`config.mk`:
```
export PLATFORM = sky130hd
export DESIGN_NAME = dual_port_mem_responder
export DESIGN_NICKNAME = d
export VERILOG_FILES = /design/src/rtl/dual_port_mem_responder.sv
export SDC_FILE = /design/constraint.sdc
export NUM_CORES = 1
export LEC_CHECK = 0
export CAP_MARGIN = 40
export CORE_ASPECT_RATIO = 2
export CORE_MARGIN = 10
export CORE_UTILIZATION = 35
export DETAILED_ROUTE_END_ITERATION = 12
export RECOVER_POWER = 100
export REMOVE_ABC_BUFFERS = 1
export SYNTH_ARGS = -nofsm -noshare
export SYNTH_HDL_FRONTEND = slang
export SYNTH_SLANG_ARGS = --single-unit
```
`constraint.sdc`:
```
create_clock -name clk -period 6.38 [get_ports clk]
set_input_delay 1.276 -clock clk [delete_from_list [all_inputs] [get_ports clk]]
set_output_delay 1.276 -clock clk [all_outputs]
set_load 0.005 [all_outputs]
```
`src/rtl/dual_port_mem_responder.sv`:
```
// ---------------------------------------------------------------------------
// dual_port_mem_responder
//
// Memory-side responder for the pipeline's two requester ports. Port A is the
// instruction-fetch port (read only) and port B is the data port (read or
// masked write). Both ports are serialised onto one downstream memory
// interface. Every port that took part in a transaction group is acknowledged
// in the same cycle, because the pipeline only advances once all of its
// outstanding ports have been answered together.
//
// Parameters:
//   WIDTH    data/address width in bits
//   B_FIRST  nonzero: serve B before A when both request; zero: A before B
//
// Ports:
//   clk, rst          rising-edge clock, asynchronous active-low reset
//   read_a            port A read request, held until resp_a
//   address_a         port A word address
//   resp_a, rdata_a   port A one-cycle completion pulse and read data
//   read_b, write_b   port B read / write request, held until resp_b
//   address_b         port B word-aligned address
//   wmask_b, wdata_b  port B byte enables and write data
//   resp_b, rdata_b   port B one-cycle completion pulse and read data
//   mem_read          downstream read request
//   mem_write         downstream write request
//   mem_address       downstream address
//   mem_wdata         downstream write data
//   mem_wmask         downstream byte enables
//   mem_rdata         downstream read data, valid with mem_resp
//   mem_resp          downstream one-cycle completion pulse
// ---------------------------------------------------------------------------
module dual_port_mem_responder #(
  parameter int WIDTH   = 32,
  parameter int B_FIRST = 1
) (
  input  logic             clk,
  input  logic             rst,
  input  logic             read_a,
  input  logic [WIDTH-1:0] address_a,
  output logic             resp_a,
  output logic [WIDTH-1:0] rdata_a,
  input  logic             read_b,
  input  logic             write_b,
  input  logic [WIDTH-1:0] address_b,
  input  logic [3:0]       wmask_b,
  input  logic [WIDTH-1:0] wdata_b,
  output logic             resp_b,
  output logic [WIDTH-1:0] rdata_b,
  output logic             mem_read,
  output logic             mem_write,
  output logic [WIDTH-1:0] mem_address,
  output logic [WIDTH-1:0] mem_wdata,
  output logic [3:0]       mem_wmask,
  input  logic [WIDTH-1:0] mem_rdata,
  input  logic             mem_resp
);

  localparam bit BFirst = (B_FIRST != 0);

  typedef enum logic [1:0] {
    IDLE,
    SERVE_A,
    SERVE_B,
    RESP
  } state_e;

  state_e           state_q, state_d;
  logic             pendA_q, pendA_d;
  logic             pendB_q, pendB_d;
  logic             bWrite_q, bWrite_d;
  logic [WIDTH-1:0] addrA_q, addrA_d;
  logic [WIDTH-1:0] addrB_q, addrB_d;
  logic [3:0]       wmaskB_q, wmaskB_d;
  logic [WIDTH-1:0] wdataB_q, wdataB_d;
  logic [WIDTH-1:0] dataA_q, dataA_d;
  logic [WIDTH-1:0] dataB_q, dataB_d;
  logic             respA_q, respA_d;
  logic             respB_q, respB_d;
  logic [WIDTH-1:0] rdataA_q, rdataA_d;
  logic [WIDTH-1:0] rdataB_q, rdataB_d;
  logic             memRead_q, memRead_d;
  logic             memWrite_q, memWrite_d;
  logic [WIDTH-1:0] memAddress_q, memAddress_d;
  logic [WIDTH-1:0] memWdata_q, memWdata_d;
  logic [3:0]       memWmask_q, memWmask_d;

  // Next-state logic. The first case walks the transaction: accept a group
  // in IDLE, serve the pending ports one after another, then acknowledge.
  // The second case decodes every registered output from the state being
  // entered, so the downstream request and the resp pulses come straight
  // out of flops. Decoding from the next state is what lets a second
  // downstream request follow the first with no idle cycle in between.
  always_comb begin
    state_d      = state_q;
    pendA_d      = pendA_q;
    pendB_d      = pendB_q;
    bWrite_d     = bWrite_q;
    addrA_d      = addrA_q;
    addrB_d      = addrB_q;
    wmaskB_d     = wmaskB_q;
    wdataB_d     = wdataB_q;
    dataA_d      = dataA_q;
    dataB_d      = dataB_q;
    rdataA_d     = rdataA_q;
    rdataB_d     = rdataB_q;
    respA_d      = 1'b0;
    respB_d      = 1'b0;
    memRead_d    = 1'b0;
    memWrite_d   = 1'b0;
    memAddress_d = '0;
    memWdata_d   = '0;
    memWmask_d   = '0;

    case (state_q)
      IDLE: begin
        if (read_a || read_b || write_b) begin
          pendA_d  = read_a;
          pendB_d  = read_b || write_b;
          // read_b together with write_b is served as a write
          bWrite_d = write_b;
          addrA_d  = address_a;
          addrB_d  = address_b;
          wmaskB_d = wmask_b;
          wdataB_d = wdata_b;
          dataA_d  = '0;
          dataB_d  = '0;
          if ((read_b || write_b) && (BFirst || !read_a)) begin
            state_d = SERVE_B;
          end else begin
            state_d = SERVE_A;
          end
        end
      end
      SERVE_A: begin
        if (mem_resp) begin
          dataA_d = mem_rdata;
          state_d = (!BFirst && pendB_q) ? SERVE_B : RESP;
        end
      end
      SERVE_B: begin
        if (mem_resp) begin
          dataB_d = bWrite_q ? '0 : mem_rdata;
          state_d = (BFirst && pendA_q) ? SERVE_A : RESP;
        end
      end
      RESP: begin
        state_d = IDLE;
        pendA_d = 1'b0;
        pendB_d = 1'b0;
      end
      default: begin
        state_d = IDLE;
      end
    endcase

    case (state_d)
      SERVE_A: begin
        memRead_d    = 1'b1;
        memAddress_d = addrA_d;
      end
      SERVE_B: begin
        memAddress_d = addrB_d;
        if (bWrite_d) begin
          memWrite_d = 1'b1;
          memWdata_d = wdataB_d;
          memWmask_d = wmaskB_d;
        end else begin
          memRead_d  = 1'b1;
        end
      end
      RESP: begin
        respA_d  = pendA_d;
        respB_d  = pendB_d;
        rdataA_d = dataA_d;
        rdataB_d = dataB_d;
      end
      default: begin
      end
    endcase
  end

  // State and output registers. Reset abandons any downstream request at
  // once and suppresses all acknowledgements.
  always_ff @(posedge clk or negedge rst) begin
    if (!rst) begin
      state_q      <= IDLE;
      pendA_q      <= 1'b0;
      pendB_q      <= 1'b0;
      bWrite_q     <= 1'b0;
      addrA_q      <= '0;
      addrB_q      <= '0;
      wmaskB_q     <= '0;
      wdataB_q     <= '0;
      dataA_q      <= '0;
      dataB_q      <= '0;
      respA_q      <= 1'b0;
      respB_q      <= 1'b0;
      rdataA_q     <= '0;
      rdataB_q     <= '0;
      memRead_q    <= 1'b0;
      memWrite_q   <= 1'b0;
      memAddress_q <= '0;
      memWdata_q   <= '0;
      memWmask_q   <= '0;
    end else begin
      state_q      <= state_d;
      pendA_q      <= pendA_d;
      pendB_q      <= pendB_d;
      bWrite_q     <= bWrite_d;
      addrA_q      <= addrA_d;
      addrB_q      <= addrB_d;
      wmaskB_q     <= wmaskB_d;
      wdataB_q     <= wdataB_d;
      dataA_q      <= dataA_d;
      dataB_q      <= dataB_d;
      respA_q      <= respA_d;
      respB_q      <= respB_d;
      rdataA_q     <= rdataA_d;
      rdataB_q     <= rdataB_d;
      memRead_q    <= memRead_d;
      memWrite_q   <= memWrite_d;
      memAddress_q <= memAddress_d;
      memWdata_q   <= memWdata_d;
      memWmask_q   <= memWmask_d;
    end
  end

  assign resp_a      = respA_q;
  assign resp_b      = respB_q;
  assign rdata_a     = rdataA_q;
  assign rdata_b     = rdataB_q;
  assign mem_read    = memRead_q;
  assign mem_write   = memWrite_q;
  assign mem_address = memAddress_q;
  assign mem_wdata   = memWdata_q;
  assign mem_wmask   = memWmask_q;

endmodule

```
==> impl_results.md <==
- Final estimated routing congestion in global placement: 0.7469
- Average routed wire per standard cell: 21.44 µm
- Number of antenna violations at the first check in global routing: 2
- Mean instance size in the synthesized netlist: 13.21 µm²
- Die ar.: ~45000 µm²
- Buffer type at the clock tree root: sky130_fd_sc_hd__clkbuf_16
- Overall die width: ~160 µm
- Most frequent cell after synthesis: sky130_fd_sc_hd__dfrtp_1
- Hold Fails Final Rpt: 0
- Storage element area: 7632 µm²
- Worst-path fanout max: 65
- Cell area reported after detailed placement: ~16000 µm²
- Instance count of the mapped netlist: ~970
- Count of warnings emitted by yosys: 0
- Number of nets in the layout: ~1400
- Top cells by area, synth: sky130_fd_sc_hd__dfrtp_1, sky130_fd_sc_hd__mux2_4, sky130_fd_sc_hd__mux2_2
- Cell Chain, Critical Path: dlygate4sd3_1, nor4b_4, clkbuf_2, or2_0, o2bb2ai_1
- GRT Overall Usage: 15.59%
- Total Power Consumption: 8.377 mW
- Worst setup SP type: primary input
- Max-slew violation count: 210
- Layout cell share with drive strength beyond 1: slightly above 10%
- Fraction of synthesized cell area taken by the top area cell type: 59.77%
- Launch point of the worst path: read_a
- Combined area of the multi-input logic cells: approximately 4300 µm²
- Sequential cell area fraction in the yosys report: roughly three fifths
- Initial Util: approximately 36%
- Antenna Violating Nets Remaining: 0
- Number of endpoints failing setup at the final stage: 0
- Synth unique cells: 39
- Vias in the first global route: between 9000 and 10000
- Outcome: complete, but fails checks
- Latest clock arrival within the worst-skew pair: 560 ps
- Ratio of final minimum period to clock period: about three quarters
- Dominant synthesized flop cell: sky130_fd_sc_hd__dfrtp_1
- Min cycle time layout: between 4000 and 5000 ps
- Fin area: 16500 µm²
- Worst setup path class: primary input to flop
- Required time worst endpoint: 6850 ps
- Port Buffer Count: roughly 270
- Hold Crit Class: flop to flop
- Post-DR vias/cell: 5.213
- Number of H-tree levels: 1
- Pre-Repair DR Iteration Count: 4
- 1st-iter DRT viols: 280
- Most numerous cell types in the synthesized netlist: sky130_fd_sc_hd__dfrtp_1, sky130_fd_sc_hd__nand2_1, sky130_fd_sc_hd__mux2_4
- Total clock sinks: a little over 300
- Total I/O pin count: 274
- CTS clk-pin slew, worst paths: roughly 60 ps
- Highest-delay cell along the critical path: sky130_fd_sc_hd__or2_0
- Power density over the cells: approximately 510 nW/µm²
- Number of vias in the routed layout: approximately 8800
- Total standard cell area after synthesis: between 10000 and 15000 µm²
- Leakage power: 7.525 nW
- Layout-stage area growth over the synthesis result: 29.19%
- Post-detail-place hpwl: roughly 25000 µm
- Achievable Freq: about 0.21 GHz
- Worst clock skew: ~15 ps
- Clock tree from TritonCTS: done
- Largest incremental delay on the critical path: roughly 1700 ps
- Number of instances in the placed design: about 1600
- Hold Buf Count CTS: 0
- Final routed DRC violation total: 0
- Filler-free cell count of the finished design: ~1700
- RSZ-0062 raised after global routing: no
- WL final: 36060 µm
- Post-Route Hold Slack: around 480 ps
- Row count: 98
- Nature of the critical path endpoint: flop
- Total global routing overflow: 0
- Maximum VDD drop: about 0.33 mV
- Transition time at the pin with the least slew margin: approximately 3200 ps
- Worst reg2reg startpoint: state_q[0]
- Number of instances resized during post-cts repair: 0
- Slew Limit Headroom: -111.3%
- Fraction of registers with async set or reset after synthesis: 100.0%
- Clock buffers created by TritonCTS: 29
- Vertical extent of the die: 290.1 µm
- Failing checks: capacitance limit, slew limit
- Number of max-cap violations: 3
- Postcts setup bufs: 0
- Layout fillers: between 3000 and 4000
- Wire length of the first global-routing pass: around 57000 µm
- Largest net degree at the start of global routing: 148
- Floorplan core area: approximately 36000 µm²
- Endpoint arrival time on the critical path: 5250 ps
- CTS max path bufs: 3
- Flops & latches, synth: between 300 and 400
- Synth area leader: sky130_fd_sc_hd__dfrtp_1
- Count of flip-flops with a built-in enable after synthesis: 0
- Start point of the worst min-delay path: wmaskB_q[0]
## cells by family after synthesis
kind of cell               after synthesis  share of synthesized area (%)
AOI/OAI and AO/OA                      240                          14.47
adders and majority gates                7                         0.6858
buffers and inverters                  122                          4.860
DFF                                    305                          59.77
muxes                                  134                          13.86
and+or+nand+nor                        159                          6.349
## routing by layer
layer / wire length, µm / global-route usage, % / vias up / part of all wire, %
met5: 13 / 0 / - / 0.036
met4: 839 / 4.687 / 2 / 2.3
met3: 2920 / 4.886 / 49 / 8.1
met2: 18700 / 27.32 / 275 / 52
met1: 13590 / 17.51 / 4428 / 38
li1: - / - / 4015 / -
## worst max-delay path: cells and delay by family
kind / cells / cell delay (ps)
compound gates: 1 / 210
simple gates: 2 / 1980
buf+inv: 2 / 1750
## per-stage QoR
stage                     TNS (ps)  setup WS, ps  util [%]
after global routing             0          1411     45.92
after detailed placement         0          2150     44.19
final                            0          1603     45.92
after global placement           0          2225     43.96
after CTS                        0          2781     46.72
after floorplan            -326160         -2083         -
## report_power, final
group / leakage (nW) / switching (mW) / internal, mW
registers: 3.89 / 0.342 / 2.78
clock network: 0.449 / 0.749 / 0.920
logic: 3.19 / 2.00 / 1.59
total: 7.53 / 3.09 / 5.29
## registers in the layout, indices dropped and copies added, names as in the netlist
signal	count
mem_write	1
bWrite_q	1
resp_a	1
mem_wdata	32
addrB_q	32
wmaskB_q	4
mem_read	1
mem_address	32
dataA_q	32
dataB_q	32
rdata_a	32
rdata_b	32
state_q	2
wdataB_q	32
mem_wmask	4
pendA_q	1
addrA_q	32
resp_b	1
pendB_q	1
## final cells by class
type                       instances  area share (%)
tap                              450           3.413
sequential                       305           46.26
clock inverter                     9          0.3944
multi-input combinational        540           26.05
timing repair buffer             295           17.83
clock buffer                      42           5.119
inverter                          40          0.9101
antenna                            1         0.01517
## path summary, 6_finish.rpt
kind / slack, ps / cells past startpoint / end
setup / recovery: 1600 / 5 / dataB_q[31]
max in group asynchronous: 2750 / 2 / wdataB_q[30]
setup reg to reg: 2090 / 6 / dataB_q[31]
hold / removal: 480 / 1 / wmaskB_q[0]
min in group asynchronous: 1650 / 1 / rdata_a[16]
hold reg to reg: 480 / 1 / wmaskB_q[0]
## cell usage in the layout, fill, tap and decap left out, drive strengths merged, types with 2 or more instances in the layout
cell,n
and3b,36
o21ai,36
o221ai,32
a2bb2oi,10
a32o,32
inv,42
a21oi,2
clkinv,6
buf,19
a31oi,32
o31ai,2
nor2,35
dlygate4sd3,137
clkbuf,47
nand2,79
dfrtp,305
o2bb2ai,32
ha,7
a22oi,23
nor2b,3
or2,2
clkdlybuf4s50,134
mux2,133
a21boi,3
o211ai,32
No activity file was read; power rests on OpenSTA's default activity.
